$ cat src/rtl/dmem_initiator.sv
// Data-memory bus initiator: converts single core load/store requests into
// cmd/read/write channel handshakes with byte-lane steering and load extension.
module dmem_initiator #(
    parameter int p_ADDR_BITS = 32,
    parameter int p_DATA_BITS = 32,
    parameter int p_STRB_BITS = p_DATA_BITS / 8
) (
    input  logic                   clk,
    input  logic                   rst,
    input  logic                   req_valid,
    output logic                   req_ready,
    input  logic                   req_write,
    input  logic [p_ADDR_BITS-1:0] req_addr,
    input  logic [1:0]             req_size,
    input  logic                   req_unsigned,
    input  logic [p_DATA_BITS-1:0] req_wdata,
    output logic                   rsp_valid,
    output logic [p_DATA_BITS-1:0] rsp_rdata,
    output logic                   rsp_err,
    output logic [p_ADDR_BITS-1:0] mem_addr,
    output logic                   mem_cmd,
    output logic [1:0]             mem_size,
    output logic                   mem_valid,
    input  logic                   mem_ready,
    output logic                   mem_r_ready,
    input  logic                   mem_r_valid,
    input  logic [p_DATA_BITS-1:0] mem_r_data,
    input  logic                   mem_r_resp,
    output logic                   mem_w_valid,
    input  logic                   mem_w_ready,
    output logic [p_STRB_BITS-1:0] mem_w_strb,
    output logic [p_DATA_BITS-1:0] mem_w_data,
    input  logic                   mem_w_resp
);

    typedef enum logic [2:0] {S_IDLE, S_CMD, S_RDATA, S_WDATA, S_RESP} state_t;

    state_t state, state_nxt;

    logic                   accept;
    logic                   misal;
    logic                   wr_cur;
    logic [1:0]             off_q;
    logic                   uns_q;
    logic [p_STRB_BITS-1:0] strb_d;
    logic [p_DATA_BITS-1:0] wdata_d;
    logic [p_DATA_BITS-1:0] sh;
    logic [p_DATA_BITS-1:0] rd_ext;

    logic                   req_ready_d, rsp_valid_d, rsp_err_d;
    logic                   mem_valid_d, mem_w_valid_d, mem_r_ready_d;
    logic [p_DATA_BITS-1:0] rsp_rdata_d;

    // req_ready is only ever high in IDLE, so accept implies IDLE
    assign accept = req_valid && req_ready;
    assign wr_cur = accept ? req_write : mem_cmd;

    always_comb begin
        misal = 1'b0;
        case (req_size)
            2'd1:    misal = req_addr[0];
            2'd2:    misal = |req_addr[1:0];
            2'd3:    misal = 1'b1;
            default: misal = 1'b0;
        endcase
    end

    always_comb begin
        strb_d  = '1;
        wdata_d = req_wdata;
        case (req_size)
            2'd0: begin
                strb_d  = p_STRB_BITS'(1) << req_addr[1:0];
                wdata_d = {p_STRB_BITS{req_wdata[7:0]}};
            end
            2'd1: begin
                strb_d  = p_STRB_BITS'(3) << req_addr[1:0];
                wdata_d = {(p_STRB_BITS/2){req_wdata[15:0]}};
            end
            default: ;
        endcase
    end

    // Load data is lane-shifted down by the latched byte offset, then extended
    assign sh = mem_r_data >> {off_q, 3'b000};

    always_comb begin
        rd_ext = sh;
        case (mem_size)
            2'd0:    rd_ext = {{(p_DATA_BITS-8){~uns_q & sh[7]}}, sh[7:0]};
            2'd1:    rd_ext = {{(p_DATA_BITS-16){~uns_q & sh[15]}}, sh[15:0]};
            default: rd_ext = sh;
        endcase
    end

    always_ff @(posedge clk or negedge rst) begin
        if (!rst) state <= S_IDLE;
        else      state <= state_nxt;
    end

    always_comb begin
        state_nxt = state;
        case (state)
            S_IDLE:  if (accept) state_nxt = misal ? S_RESP : S_CMD;
            S_CMD:   if (mem_ready) begin
                         if (!mem_cmd)        state_nxt = S_RDATA;
                         else if (mem_w_ready) state_nxt = S_RESP;
                         else                  state_nxt = S_WDATA;
                     end
            S_WDATA: if (mem_w_ready) state_nxt = S_RESP;
            S_RDATA: if (mem_r_valid) state_nxt = S_RESP;
            S_RESP:  state_nxt = S_IDLE;
            default: state_nxt = S_IDLE;
        endcase
    end

    // Registered outputs are computed from the state being entered
    always_comb begin
        req_ready_d   = (state_nxt == S_IDLE);
        mem_valid_d   = (state_nxt == S_CMD);
        mem_w_valid_d = (state_nxt == S_WDATA) || (state_nxt == S_CMD && wr_cur);
        mem_r_ready_d = (state_nxt == S_RDATA);
        rsp_valid_d   = (state_nxt == S_RESP);
        rsp_err_d     = 1'b0;
        rsp_rdata_d   = '0;
        case (state)
            S_IDLE:  if (accept && misal) rsp_err_d = 1'b1;
            S_CMD:   if (mem_cmd && mem_ready && mem_w_ready) rsp_err_d = mem_w_resp;
            S_WDATA: if (mem_w_ready) rsp_err_d = mem_w_resp;
            S_RDATA: if (mem_r_valid) begin
                         rsp_err_d   = mem_r_resp;
                         rsp_rdata_d = mem_r_resp ? '0 : rd_ext;
                     end
            default: ;
        endcase
    end

    always_ff @(posedge clk or negedge rst) begin
        if (!rst) begin
            req_ready   <= 1'b0;
            rsp_valid   <= 1'b0;
            rsp_err     <= 1'b0;
            rsp_rdata   <= '0;
            mem_valid   <= 1'b0;
            mem_w_valid <= 1'b0;
            mem_r_ready <= 1'b0;
            mem_addr    <= '0;
            mem_cmd     <= 1'b0;
            mem_size    <= '0;
            mem_w_strb  <= '0;
            mem_w_data  <= '0;
            off_q       <= '0;
            uns_q       <= 1'b0;
        end else begin
            req_ready   <= req_ready_d;
            rsp_valid   <= rsp_valid_d;
            rsp_err     <= rsp_err_d;
            rsp_rdata   <= rsp_rdata_d;
            mem_valid   <= mem_valid_d;
            mem_w_valid <= mem_w_valid_d;
            mem_r_ready <= mem_r_ready_d;
            if (accept) begin
                mem_addr   <= {req_addr[p_ADDR_BITS-1:2], 2'b00};
                mem_cmd    <= req_write;
                mem_size   <= req_size;
                mem_w_strb <= strb_d;
                mem_w_data <= wdata_d;
                off_q      <= req_addr[1:0];
                uns_q      <= req_unsigned;
            end
        end
    end

endmodule

$ cat config.mk
export PLATFORM = sky130hd
export DESIGN_NAME = dmem_initiator
export DESIGN_NICKNAME = d
export VERILOG_FILES = /design/src/rtl/dmem_initiator.sv
export SDC_FILE = /design/constraint.sdc
export NUM_CORES = 1
export LEC_CHECK = 0
export ABC_AREA = 0
export CAP_MARGIN = 20
export CORE_ASPECT_RATIO = 0.6
export CORE_MARGIN = 4
export CORE_UTILIZATION = 40
export DETAILED_ROUTE_END_ITERATION = 16
export DONT_BUFFER_PORTS = 1
export GPL_TIMING_DRIVEN = 0
export MAX_ROUTING_LAYER = met4
export PLACE_DENSITY = 0.61
export SLEW_MARGIN = 20
export SYNTH_ARGS = -nofsm -noshare
export SYNTH_HDL_FRONTEND = slang
export SYNTH_SLANG_ARGS = --single-unit
$ cat constraint.sdc
create_clock -name clk -period 2.6 [get_ports clk]
set_input_delay 0.39 -clock clk [delete_from_list [all_inputs] [get_ports clk]]
set_output_delay 0.39 -clock clk [all_outputs]
set_load 0.01 [all_outputs]
==> results.yml, run 1 <==
setup_path:
  cpMostUsedCell: "clkbuf_1"
  crit_path_max_incr_delay_ns: 0.63
  worstPathCellList: "nand2_1 > clkbuf_1 > clkbuf_1 > mux2_2"
  cp_slowest_cell: "clkbuf_1"
  critPathLaunch: "req_ready$_DFF_PN0_"
  rr_endpoint: "mem_w_data[1]$_DFFE_PN0P_"
  crit_arrival_ns: 2.49
  setup.worst_path.end_class: "register"
  cp_max_fo: 10
  critPathKind: "register to register"
  reg2reg_from: "req_ready$_DFF_PN0_"
  worstPathRequired_ns: 2.87
  r2r_cells: 4
  cp-start-kind: "register"
  r2r_slack_ns: 0.38
synthesis:
  synthArstFlopShare: 1.00
  synth_area_per_cell_um2: 11.7
  netlist_top_cells_count: "dfrtp_1 (113), o21ai_0 (46), mux2_2 (43)"
  ys_top_cells_by_area: "dfrtp_1 (57%), mux2_2 (9.8%), mux2i_1 (8.5%), o21ai_0 (4.7%), nand2_1 (2.6%)"
  yosysSeqAreaShare: 0.574
  synthesis.area_um2: 4930
  synth_edf_count: 0
  ys_ff_latch: 113
  netlist_instances: 422
  synth_ff_type: "dfrtp_1"
  yosys.area.top_type_share: 0.574
  yosysMostFrequentCell: "dfrtp_1"
  yosys.area.top_type: "dfrtp_1"
  ys_types: 40
  yosysWarnings: 0
floorplan:
  rows: 31
  die_area_um2: 14200
  ioPinCount: 217
  coreArea_um2: 12100
  die_w_um: 151
  start_util: 0.409
  die_y_um: 94.0
sta:
  max_freq_mhz: 451
  worst_pin_slew_ns: 0.959
  tns_ns: 0
  slew_headroom: 0.359
  skew_ns: 0.00805
  slew_violations: 0
  rsz0062_at_grt: "false"
  post-route-period-util: 0.852
  timing.hold.ws_ns: -0.313
  period_needed_ns: 2.22
  worst_slack_ns: 0.384
  setup_viol: 0
  final_hold_viol_count: 113
global_routing:
  antenna_found_initial: 0
  overflow: 0
  grt_util_all_layers: 0.198
  grt_pass1_wl_mm: 20.4
  grt_max_degree: 114
  grt_pass1_vias: 3510
routing:
  drt_first_pass_iters: 4
  drtIter0Drc: 198
  post_drt_wl_per_cell_um: 22.3
  drc: 0
  wirelength_mm: 13.8
  num_vias: 3425
  viasPerCell: 5.53
  ant_nets: 0
clock_network:
  insertion_delay_ns: 0.40
  cts.sinks: 113
  htreeDepth: 4
  post-cts-setup-buffers: 0
  clockBufferDepth: 2
  cts_root_buf: "clkbuf_16"
  cts_buffers: 17
  cts_tree: "yes"
  clk_pin_slew_ns: 0.05
  cts_resized: 0
placement:
  dpl_cell_area_um2: 5140
  post-place-ws_ns: 0.336
  dpl.hpwl_mm: 10.3
  numPortBuffers: 0
  place_congestion: 0.905
final_layout:
  area_delta_synth_final_pct: 16.8
  nets: 550
  finalInstanceArea_um2: 5760
  post-route-util: 0.477
  num_antenna_cells: 0
  drive_above_1_share: 0.187
min_path:
  hold_path_class: "primary input to async pin"
outcome:
  status: "complete, but fails checks"
  failed_checks: "hold timing"
power:
  vdd_drop_max_mv: 0.512
  power_density_nw_per_um2: 1220
  p_leak_nw: 2.65
flow_run:
  cap_viol_max_count: 0
critical path: cells and delay by family, from the launching register on:
kind                   cells  cell delay [ns]
buffers and inverters      2             1.11
AND/OR/NAND/NOR            1             0.13
flip-flops                 1             0.44
multiplexers               1             0.42
flip-flops by register name (all words and copies together), names as in the netlist, 2 cells and up:
signal	count
mem_addr	30
mem_size	2
mem_w_data	32
mem_w_strb	4
off_q	2
rsp_rdata	32
state	3
report_power, final:
part           switching [mW]  leakage (nW)  internal, mW
sequential              0.761          1.42          2.36
clock                   0.773         0.299          1.64
combinational           0.797         0.932         0.693
total                    2.33          2.65          4.70
cells by family (layout without fill, tap and decap cells):
family,Yosys count,after routing,share of synthesized area
multiplexers,86,86,0.188
AND/OR/NAND/NOR,89,89,0.0881
flip-flops,113,113,0.574
buffers and inverters,33,64,0.0282
AO/OA/AOI/OAI,100,100,0.121
other,1,2,0.000761
cell usage in the layout, fill, tap and decap left out, types with 4 or more instances in the layout:
master       n
clkbuf_16   17
mux2i_1     42
a211oi_1    15
a21oi_1     20
nor3_1       4
nand2_1     34
mux2_2      43
buf_1        5
o21ai_0     46
nor2_1      22
bufinv_16    4
a21o_1       8
dfrtp_1    113
nor2b_1      9
clkbuf_1    22
and2_1       6
per-layer routing:
metal / track usage / share of wire / vias to the layer above
li1: - / - / 1528
met1: 0.258 / 0.43 / 1701
met2: 0.279 / 0.44 / 184
met3: 0.0853 / 0.12 / 12
met4: 0.0641 / 0.010 / 0
met5: - / 0 / -
per-stage QoR:
| stage | cells | power (mW) | hold WS (ns) |
|---|---|---|---|
| 6_report | 619 | 7.03 | -0.313 |
| 5_1_grt | 619 | 7.42 | -0.340 |
| 4_1_cts | 619 | 7.11 | -0.333 |
| 3_5_place_dp | 588 | 4.64 | 0.0981 |
| 3_3_place_gp | 588 | 4.58 | 0.0979 |
| 2_1_floorplan | 423 | 4.15 | 0.0944 |
area by class of cell:
| cell class | instances | area, µm² |
|---|---|---|
| flip-flops and latches | 113 | 2830 |
| well taps | 165 | 206 |
| inverters | 2 | 7.51 |
| multi-input cells | 277 | 1970 |
| fillers | 1081 | 6300 |
| clock inverters | 10 | 159 |
| clock buffers | 21 | 460 |
| plain buffers | 31 | 131 |
how the worst max path moves through the flow:
stage | to | depth (start not counted) | slack (ns)
after floorplan | rsp_rdata[23]$_DFF_PN0_ | 5 | 0.73
after global placement | off_q[0]$_DFFE_PN0P_ | 4 | 0.38
after detailed placement | rsp_rdata[25]$_DFF_PN0_ | 4 | 0.34
after CTS | rsp_rdata[25]$_DFF_PN0_ | 4 | 0.32
after global routing | rsp_rdata[25]$_DFF_PN0_ | 4 | 0.19
final | mem_w_data[1]$_DFFE_PN0P_ | 4 | 0.38
Note: power is estimated with default switching activity, not from simulation.
==> inputs of run 2 (changes only) <==
--- a/config.mk
+++ b/config.mk
@@ -17,2 +17,3 @@
 export PLACE_DENSITY = 0.61
+export SETUP_SLACK_MARGIN = 0.4
 export SLEW_MARGIN = 20
==> constraint.sdc (replaced) <==
create_clock -name clk -period 2.6 [get_ports clk]
set_input_delay 0.52 -clock clk [delete_from_list [all_inputs] [get_ports clk]]
set_output_delay 0.52 -clock clk [all_outputs]
set_load 0.01 [all_outputs]
==> results.yml, run 2 (synthesized netlist as in run 1, its figures left out) <==
outcome:
  status: "complete, but fails checks"
  failed_checks: "hold timing"
placement:
  place_congestion: 0.905
  post-place-ws_ns: 0.300
  dpl.hpwl_mm: 10.3
  numPortBuffers: 0
routing:
  post_drt_wl_per_cell_um: 22.2
  drc: 0
  drtIter0Drc: 217
  num_vias: 3429
  drt_first_pass_iters: 4
  viasPerCell: 5.54
  wirelength_mm: 13.8
  ant_nets: 0
power:
  total_power_mw: 7.05
  comb_power_share: 0.213
  vdd_drop_max_mv: 0.512
  p_int_mw: 4.70
  seq_power_share: 0.444
  p_clk_frac: 0.343
  power_density_nw_per_um2: 1220
  power.switching_mw: 2.34
  p_leak_nw: 2.67
  p_sw_frac: 0.333
global_routing:
  grt_max_degree: 114
  grt_pass1_wl_mm: 20.4
  grt_util_met3: 0.0853
  grt_util_met2: 0.279
  grt_util_all_layers: 0.199
  overflow: 0
  met1_usage: 0.259
  busiest_layer: "met2"
  antenna_found_initial: 0
  grt_pass1_vias: 3502
final_layout:
  nets: 550
  post-route-util: 0.478
  num_antenna_cells: 0
  area_delta_synth_final_pct: 17.1
  drive_above_1_share: 0.196
  final_common_cell: "dfrtp_1"
  final_cell_mix: "dfrtp_1 (113), o21ai_0 (46), mux2_2 (43)"
  fillerInstances: 1076
  reg.largest.list: "mem_w_data x32, rsp_rdata x32, mem_addr x30"
sta:
  final_hold_viol_count: 113
  worst_pin_slew_ns: 0.957
  setup_viol: 0
  slew_headroom: 0.360
  slew_violations: 0
  post-route-period-util: 0.783
  timing.hold.ws_ns: -0.183
  worst_slack_ns: 0.565
  tns_ns: 0
  max_freq_mhz: 491
  period_needed_ns: 2.03
  skew_ns: 0.00767
  rsz0062_at_grt: "false"
setup_path:
  setup.worst_path.end_class: "register"
  rr_endpoint: "rsp_rdata[20]$_DFF_PN0_"
  cp-start-kind: "register"
  worstPathCellList: "buf_4 > mux2i_1 > mux4_2 > or4_1 > buf_2 > o21ai_0"
  r2r_slack_ns: 0.57
  crit_arrival_ns: 2.34
  crit_path_max_incr_delay_ns: 0.51
  r2r_cells: 6
  critPathKind: "register to register"
  path_depth: 6
  crit_buf_inv: 2
  endpoint: "rsp_rdata[20]$_DFF_PN0_"
  critPathLaunch: "off_q[0]$_DFFE_PN0P_"
  cp_max_fo: 9
  worstPathRequired_ns: 2.90
  reg2reg_from: "off_q[0]$_DFFE_PN0P_"
  cp_slowest_cell: "mux4_2"
  cp_top_family: "multiplexers"
floorplan:
  rows: 31
  die_w_um: 151
  coreArea_um2: 12100
  die_area_um2: 14200
  die_y_um: 94.0
  ioPinCount: 217
  start_util: 0.409
clock_network:
  post-cts-setup-buffers: 0
  cts_buffers: 17
  insertion_delay_ns: 0.40
  clk_pin_slew_ns: 0.05
  cts.sinks: 113
  cts_tree: "yes"
  htreeDepth: 4
  cts_root_buf: "clkbuf_16"
  clockBufferDepth: 2
min_path:
  hold_path_class: "primary input to async pin"
flow_run:
  cap_viol_max_count: 0
## run 2: cell counts in the layout (fill, tap and decap cells not counted)
Identical to the previous run, type by type.
## run 2: what timing repair did
action	4_1_cts	5_1_grt
gates resized for setup	2	6
endpoints found under the hold margin	113	113
setup endpoints to repair	18	40
## run 2: metal layers
layer  vias up  share of wire
li1       1530              -
met1      1707           0.42
met2       180           0.44
met3        12           0.12
met4         0          0.010
met5         -              0
## run 2: layout make-up
type	instances	area, µm²	share of cell area
inverter	2	7.51	0.00130
clock inverter	10	159	0.0275
multi-input combinational	277	1970	0.342
tap	165	206	0.0358
clock buffer	21	460	0.0798
buffer	31	136	0.0236
sequential	113	2830	0.490
## run 2: how the worst min path moves through the flow
| stage | from | to | slack [ns] | cells after the start |
|---|---|---|---|---|
| after floorplan | rst | mem_addr[10]$_DFFE_PN0P_ | 0.22 | 0 |
| after global placement | rst | mem_addr[29]$_DFFE_PN0P_ | 0.23 | 0 |
| after detailed placement | rst | mem_addr[29]$_DFFE_PN0P_ | 0.23 | 0 |
| after CTS | rst | mem_addr[29]$_DFFE_PN0P_ | -0.20 | 0 |
| after global routing | rst | mem_addr[29]$_DFFE_PN0P_ | -0.21 | 0 |
| final | rst | mem_addr[29]$_DFFE_PN0P_ | -0.18 | 0 |
## run 2: power groups by stage
stage	combinational (mW)	clock (mW)	sequential, mW
floorplan	1.20	0	2.95
global placement	1.44	0	3.14
detailed placement	1.50	0	3.15
CTS	1.50	2.47	3.14
global route	1.68	2.56	3.20
finish	1.50	2.42	3.13
## run 2: through the flow
step	area [µm²]	cells	hold slack, ns
floorplan	4930	423	0.224
global placement	5140	588	0.228
detailed placement	5140	588	0.228
CTS	5770	619	-0.203
global route	5770	619	-0.210
finish	5770	619	-0.183
==> inputs of run 3 (changes only) <==
PLACE_DENSITY = 0.63   (was 0.61)
clock period = 1.75 ns   (was 2.6 ns; I/O delays follow)
==> results.yml, run 3 (synthesized netlist as in run 1, its figures left out) <==
outcome:
  status: "complete, but fails checks"
  failed_checks: "hold timing, setup timing"
final_layout:
  fillerInstances: 960
  area_delta_synth_final_pct: 38.5
  seq_area_um2: 2830
  drive_above_1_share: 0.370
  stdcell_count: 651
  final_cell_mix: "dfrtp_1 (110), mux2_4 (41), mux2i_1 (40)"
  final_common_cell: "dfrtp_1"
  nets: 581
  num_antenna_cells: 0
  multi_input_area_um2: 2380
  reg.largest.list: "mem_w_data x32, rsp_rdata x32, mem_addr x30"
floorplan:
  die_w_um: 151
  start_util: 0.409
  ioPinCount: 217
  die_y_um: 94.0
  die_area_um2: 14200
  coreArea_um2: 12100
  rows: 31
sta:
  period_needed_ns: 1.91
  max_freq_mhz: 523
  skew_ns: 0.0110
  final_hold_viol_count: 113
  worst_slack_ns: -0.161
  worst_pin_slew_ns: 0.934
  post-route-period-util: 1.09
  timing.hold.ws_ns: -0.355
  slew_headroom: 0.375
  slew_violations: 0
  setup_viol: 16
  rsz0062_at_grt: "true"
flow_run:
  cap_viol_max_count: 0
setup_path:
  cp-start-kind: "register"
  crit_arrival_ns: 2.22
  cp_max_fo: 8
  critPathKind: "register to register"
  setup.worst_path.end_class: "register"
  worstPathRequired_ns: 2.06
clock_network:
  insertion_delay_ns: 0.40
  cts.sinks: 113
  cts_tree: "yes"
  clk_pin_slew_ns: 0.06
  clockBufferDepth: 2
  cts_buffers: 17
  cts_root_buf: "clkbuf_16"
  htreeDepth: 4
routing:
  wirelength_mm: 15.3
  num_vias: 3580
  drtIter0Drc: 125
  viasPerCell: 5.50
  post_drt_wl_per_cell_um: 23.6
  drt_first_pass_iters: 5
  drc: 0
  ant_nets: 0
global_routing:
  grt_pass1_vias: 3941
  overflow: 0
  grt_util_met2: 0.317
  met1_usage: 0.273
  antenna_found_initial: 0
  grt_max_degree: 114
  busiest_layer: "met2"
  grt_util_all_layers: 0.218
  grt_pass1_wl_mm: 22.6
  grt_util_met3: 0.0993
power:
  total_power_mw: 12.2
  power_density_nw_per_um2: 1780
  p_leak_nw: 3.25
  vdd_drop_max_mv: 0.861
min_path:
  hold_path_class: "primary input to async pin"
placement:
  numPortBuffers: 0
  dpl.hpwl_mm: 10.3
  place_congestion: 0.877
  post-place-cells: 588
-- run 3: changes by cell type in the layout (fill, tap and decap cells not counted), sizes merged --
cell      previous run  this run
buf                 11        37
clkbuf              41        44
clkinvlp             2         5
-- run 3: through the flow --
step | hold WS (ns) | setup TNS (ns) | cell area, µm² | worst slack, ns | utilization
after floorplan | 0.0544 | -0.675 | 5060 | -0.0758 | -
after global placement | 0.0586 | -3.58 | 5270 | -0.258 | 0.437
after detailed placement | 0.0574 | -4.26 | 5270 | -0.260 | 0.437
after CTS | -0.375 | -1.84 | 6740 | -0.137 | 0.558
after global routing | -0.377 | -2.80 | 6830 | -0.187 | 0.566
final | -0.355 | -2.01 | 6830 | -0.161 | 0.566
-- run 3: worst paths after layout --
check | from | to | slack (ns) | cells after the start
worst min register to register | mem_w_data[20]$_DFFE_PN0P_ | mem_w_data[20]$_DFFE_PN0P_ | 0.56 | 2
max in group asynchronous | rst | mem_addr[6]$_DFFE_PN0P_ | 1.95 | 0
worst min-delay path | rst | mem_w_data[2]$_DFFE_PN0P_ | -0.35 | 0
worst max register to register | off_q[0]$_DFFE_PN0P_ | rsp_rdata[17]$_DFF_PN0_ | -0.16 | 6
worst max-delay path | off_q[0]$_DFFE_PN0P_ | rsp_rdata[17]$_DFF_PN0_ | -0.16 | 6
min in group clk | mem_r_data[27] | rsp_rdata[27]$_DFF_PN0_ | 0.07 | 1
-- run 3: final cells by class --
type,instances,area share
sequential,113,0.415
multi-input combinational,277,0.348
tap,165,0.0302
timing repair buffer,31,0.0625
clock buffer,19,0.0663
clock inverter,13,0.0271
inverter,2,0.00110
buffer,31,0.0497
-- run 3: repair_timing --
item                       in CTS  in global routing
setup endpoints to repair     111                 95
resized for setup             123                 24
setup buffers                  22                  2
gates cloned                    7                  0
hold endpoints to repair      113                113
pin swaps                      14                  8
-- run 3: where the power goes --
group	leakage [nW]	switching (mW)	internal, mW
clock network	0.297	1.23	2.46
registers	1.42	1.14	3.51
logic	1.54	1.73	2.09
-- run 3: critical path, cell delays in order (launching register included) --
cell,delay (ns)
dfrtp_1,0.37
buf_6,0.14
mux2i_2,0.16
mux4_2,0.47
or4_4,0.43
buf_6,0.16
o21ai_0,0.08
-- run 3: metal layers --
metal  vias up  wire length (µm)
li1       1600                 -
met1      1783              6440
met2       182              6910
met3        15              1830
met4         0               164
met5         -                 0
